[src/rtl/intersection_controller.sv]
// Two-road intersection controller: Moore FSM cycling main green -> main yellow
// -> clearance -> side green -> side yellow -> clearance, with main green held
// until a side-road (or pedestrian) request is pending.
// Optional feature macro: PED_REQ_EN adds the ped_req input and ped_walk output.
module intersection_controller #(
  parameter int T_MAIN_GREEN = 8,
  parameter int T_SIDE_GREEN = 5,
  parameter int T_YELLOW     = 2,
  parameter int T_ALLRED     = 1,
  parameter int TW           = 8
) (
  input  logic       clk,
  input  logic       rst,
  input  logic       side_req,
`ifdef PED_REQ_EN
  input  logic       ped_req,
`endif
  output logic [2:0] main_light,
  output logic [2:0] side_light
`ifdef PED_REQ_EN
  ,
  output logic       ped_walk
`endif
);

  localparam logic [2:0] MAIN_G = 3'd0;
  localparam logic [2:0] MAIN_Y = 3'd1;
  localparam logic [2:0] CLR_MS = 3'd2;
  localparam logic [2:0] SIDE_G = 3'd3;
  localparam logic [2:0] SIDE_Y = 3'd4;
  localparam logic [2:0] CLR_SM = 3'd5;

  localparam logic [2:0] RED    = 3'b100;
  localparam logic [2:0] GREEN  = 3'b010;
  localparam logic [2:0] YELLOW = 3'b001;

  // Timer loads duration-1 so each phase lasts exactly its duration.
  localparam logic [TW-1:0] LD_MAIN = TW'(T_MAIN_GREEN - 1);
  localparam logic [TW-1:0] LD_SIDE = TW'(T_SIDE_GREEN - 1);
  localparam logic [TW-1:0] LD_YEL  = TW'(T_YELLOW - 1);
  localparam logic [TW-1:0] LD_CLR  = TW'(T_ALLRED - 1);

  logic [2:0]    state, state_nxt;
  logic [TW-1:0] timer, timer_nxt;
  logic          pending, pending_nxt;
  logic          req;

`ifdef PED_REQ_EN
  assign req = side_req | ped_req;
`else
  assign req = side_req;
`endif

  // Next-state and timer reload; main green waits for a request after its minimum.
  always_comb begin
    state_nxt = state;
    timer_nxt = (timer == '0) ? '0 : timer - TW'(1);
    case (state)
      MAIN_G: begin
        if (timer == '0 && (pending || req)) begin
          state_nxt = MAIN_Y;
          timer_nxt = LD_YEL;
        end
      end
      MAIN_Y: begin
        if (timer == '0) begin
          state_nxt = CLR_MS;
          timer_nxt = LD_CLR;
        end
      end
      CLR_MS: begin
        if (timer == '0) begin
          state_nxt = SIDE_G;
          timer_nxt = LD_SIDE;
        end
      end
      SIDE_G: begin
        if (timer == '0) begin
          state_nxt = SIDE_Y;
          timer_nxt = LD_YEL;
        end
      end
      SIDE_Y: begin
        if (timer == '0) begin
          state_nxt = CLR_SM;
          timer_nxt = LD_CLR;
        end
      end
      CLR_SM: begin
        if (timer == '0) begin
          state_nxt = MAIN_G;
          timer_nxt = LD_MAIN;
        end
      end
      default: begin
        state_nxt = MAIN_G;
        timer_nxt = LD_MAIN;
      end
    endcase
  end

  // Pending request latch: set outside side green, cleared on entry to side green (clear wins).
  always_comb begin
    pending_nxt = pending;
    if (req && state != SIDE_G) pending_nxt = 1'b1;
    if (state_nxt == SIDE_G && state != SIDE_G) pending_nxt = 1'b0;
  end

  // State, timer and pending registers with synchronous reset to main green.
  always_ff @(posedge clk) begin
    if (rst) begin
      state   <= MAIN_G;
      timer   <= LD_MAIN;
      pending <= 1'b0;
    end else begin
      state   <= state_nxt;
      timer   <= timer_nxt;
      pending <= pending_nxt;
    end
  end

  // Light decode from the state register only; illegal encodings show all red.
  always_comb begin
    main_light = RED;
    side_light = RED;
    case (state)
      MAIN_G: main_light = GREEN;
      MAIN_Y: main_light = YELLOW;
      SIDE_G: side_light = GREEN;
      SIDE_Y: side_light = YELLOW;
      default: begin
        main_light = RED;
        side_light = RED;
      end
    endcase
  end

`ifdef PED_REQ_EN
  // Walk signal across the main road is shown only during side green.
  always_comb begin
    ped_walk = (state == SIDE_G);
  end
`endif

endmodule

[config.mk]
export PLATFORM = sky130hd
export DESIGN_NAME = intersection_controller
export DESIGN_NICKNAME = d
export VERILOG_FILES = /design/src/rtl/intersection_controller.sv
export SDC_FILE = /design/constraint.sdc
export NUM_CORES = 1
export LEC_CHECK = 0
export BUFFER_PORTS_ARGS = -buffer_cell sky130_fd_sc_hd__buf_4
export CAP_MARGIN = 25
export CORE_MARGIN = 5
export CORE_UTILIZATION = 50
export CTS_CLUSTER_SIZE = 10
export DETAILED_ROUTE_END_ITERATION = 8
export GPL_TIMING_DRIVEN = 0
export HOLD_SLACK_MARGIN = 0.08
export PLACE_DENSITY = 0.7
export SYNTH_ARGS = -nofsm -noshare
export SYNTH_HDL_FRONTEND = slang
export SYNTH_SLANG_ARGS = --single-unit
[constraint.sdc]
create_clock -name clk -period 2.4 [get_ports clk]
set_clock_uncertainty 0.05 [all_clocks]
set_input_delay 0.24 -clock clk [delete_from_list [all_inputs] [get_ports clk]]
set_output_delay 0.24 -clock clk [all_outputs]
set_load 0.05 [all_outputs]
==> results.sh <==
export IMPL_status="finished, final reports clean"
export IMPL_nets=97
export IMPL_layout_drive_gt1_share_pct=16.7
export IMPL_fmax_ghz=0.536
export IMPL_worstPathMaxFanout=10
export IMPL_worst_pin_slew_ns=0.433
export IMPL_synth_top_area_cell="dfxtp_1"
export IMPL_min_path_type="input port to register"
export IMPL_dieHeight_um=46.5
export IMPL_synth_edf_count=0
export IMPL_ys_warn_count=0
export IMPL_power_leakage_nw=0.307
export IMPL_cts_path_max_buffers=2
export IMPL_critPathLaunchType="register"
export IMPL_dp_hpwl_mm=1.03
export IMPL_total_power_w=0.000383
export IMPL_cts_made_buffers=3
export IMPL_peakVddDrop_mv=0.224
export IMPL_fp_coreArea_um2=1280
export IMPL_grt_pass1_wl_mm=2.43
export IMPL_pin_count=9
export IMPL_register_area_um2=240
export IMPL_grt_antenna_before_repair=0
export IMPL_dieArea_um2=2160
export IMPL_maxCapViolCount=0
export IMPL_fill_cells=127
export IMPL_ys_seq_elements=12
export IMPL_finalCriticalPeriod_ns=1.87
export IMPL_cp_top_family="buffers and inverters"
export IMPL_cts_resized=0
export IMPL_fin_tns_setup_ns=0
export IMPL_viasPerCell=6.03
export IMPL_yosysTopAreaCellShare_pct=36.0
export IMPL_ys_flop_type="dfxtp_1"
export IMPL_layout_commonest_cell="dfxtp_1"
export IMPL_gp_congestion=0.850
export IMPL_grt_pass1_vias=566
export IMPL_placed_area_um2=751
export IMPL_cp_arrival_ns=1.58
export IMPL_synth_distinct_cells=35
export IMPL_grt_overflow_total=0
export IMPL_firstDrtPassIters=4
export IMPL_syn_area_um2=667
export IMPL_post_cts_buffers=0
export IMPL_drc=0
export IMPL_post_drt_wl_per_cell_um=14.1
export IMPL_max_slew_margin_pct=71.1
export IMPL_slowest_stage="clkbuf_1"
export IMPL_design_area_um2=773
export IMPL_worstSetupEndpointType="output port"
export IMPL_clock_sink_count=12
export IMPL_std_cell_rows=13
export IMPL_crit_chain="clkbuf_1 -> inv_1 -> and3_1 -> buf_4"
export IMPL_cts_tree="yes"
export IMPL_port_buffers=8
export IMPL_clk_latency_ns=0.28
export IMPL_synthCells=79
export IMPL_die_w_um=46.5
export IMPL_path_class="register to output port"
export IMPL_vias=633
export IMPL_insertedDiodeCount=0
export IMPL_setup_violations=0
export IMPL_hold_viol=0
export IMPL_multi_input_area_um2=385
export IMPL_syn_to_final_growth_pct=15.9
export IMPL_drtIter0Drc=15
export IMPL_layout_common_cells="dfxtp_1 (12), buf_4 (8), inv_1 (7), a21oi_1 (5)"
export IMPL_start_util_pct=51.9
export IMPL_async_flop_share_pct=0
export IMPL_synth_net_count=84
export IMPL_cts_root_buf="clkbuf_4"
export IMPL_grtUsageTotal_pct=16.3
export IMPL_grt_start_max_net_pins=11
export IMPL_wl_mm=1.48
export IMPL_critPathMaxStageDelay_ns=0.36
export IMPL_h_tree_depth=1
export IMPL_postRouteAntennaNets=0
export IMPL_min_period_over_period_pct=77.7
export IMPL_clk_pin_slew_ns=0.07
export IMPL_required_ns=2.11
export IMPL_hold_buffers=0
export IMPL_synth_area_per_cell_um2=8.44
export IMPL_drv_slew=0
export IMPL_worst_hold_slack_ns=0.129
export IMPL_power_density_nw_per_um2=495
export IMPL_synthTopCellsByArea="dfxtp_1 (36%), or4_1 (4.5%), inv_1 (3.9%)"
export IMPL_rsz0062_at_grt="false"
export IMPL_ys_seq_area_share_pct=36.0
export IMPL_path_buf_inv=3
[where the power goes]
group	internal, W	switching [W]	leakage (nW)
registers	0.000206	0.00000723	0.0977
logic	0.0000182	0.0000235	0.195
clock network	0.0000583	0.0000700	0.0138
[cell type report]
type                    count  share of cell area [%]
plain buffers               5                    2.59
clock buffers               3                    2.91
inverters                   7                    3.40
multi-input cells          55                    49.8
flip-flops and latches     12                    31.1
well taps                  15                    2.43
repair buffers              8                    7.77
[through the flow]
step                      util (%)  setup slack [ns]  cells
after floorplan                  -             0.298     79
final                         60.2             0.534    105
after global routing          60.2             0.419    105
after CTS                     60.2             0.558    105
after detailed placement      58.4             0.586    102
after global placement        58.4             0.616    102
[per-layer routing]
| metal | vias to the layer above | global-route usage, % | share of wire (%) |
|---|---|---|---|
| met5 | - | 0 | 0 |
| met3 | 5 | 4.69 | 2.5 |
| met4 | 0 | 10.2 | 2.7 |
| met2 | 8 | 23.1 | 44 |
| met1 | 296 | 21.3 | 51 |
| li1 | 324 | - | - |
[registers in the layout (all words and copies together), names as in the netlist]
register / cells
timer: 8
state: 3
pending: 1
[cells by family after synthesis]
family,count (synthesis),synth area share (%)
fa+ha+maj,2,3.75
buf+inv,12,6.94
xor+xnor,3,3.94
compound gates,25,27.0
flops,12,36.0
simple gates,25,22.3
[cells in the mapped netlist (2+ instances only)]
cell type and number:
a211oi_1 2, a21o_1 2, a21oi_1 5, a31oi_1 2
clkbuf_1 4, dfxtp_1 12, ha_1 2, inv_1 7
nand4_1 2, nor2_1 4, nor2b_1 2, nor3_1 3
nor3b_1 2, o21ai_0 2, or3_1 3, or4_1 4
xnor2_1 3
[final timing paths]
path	start	end	slack (ns)	cells past startpoint
max	state[1]	main_light[0]	0.53	4
min	rst	state[2]	0.13	2
max reg2reg	timer[0]	timer[3]	0.56	6
min reg2reg	timer[7]	timer[7]	0.45	2
[worst register-to-register path, cell delays in order (launching register included)]
cell	delay, ns
dfxtp_1	0.34
inv_1	0.10
ha_1	0.15
nor3b_1	0.29
clkbuf_1	0.37
a21o_1	0.32
nor2_1	0.09
(Power assumes the default switching activity.)
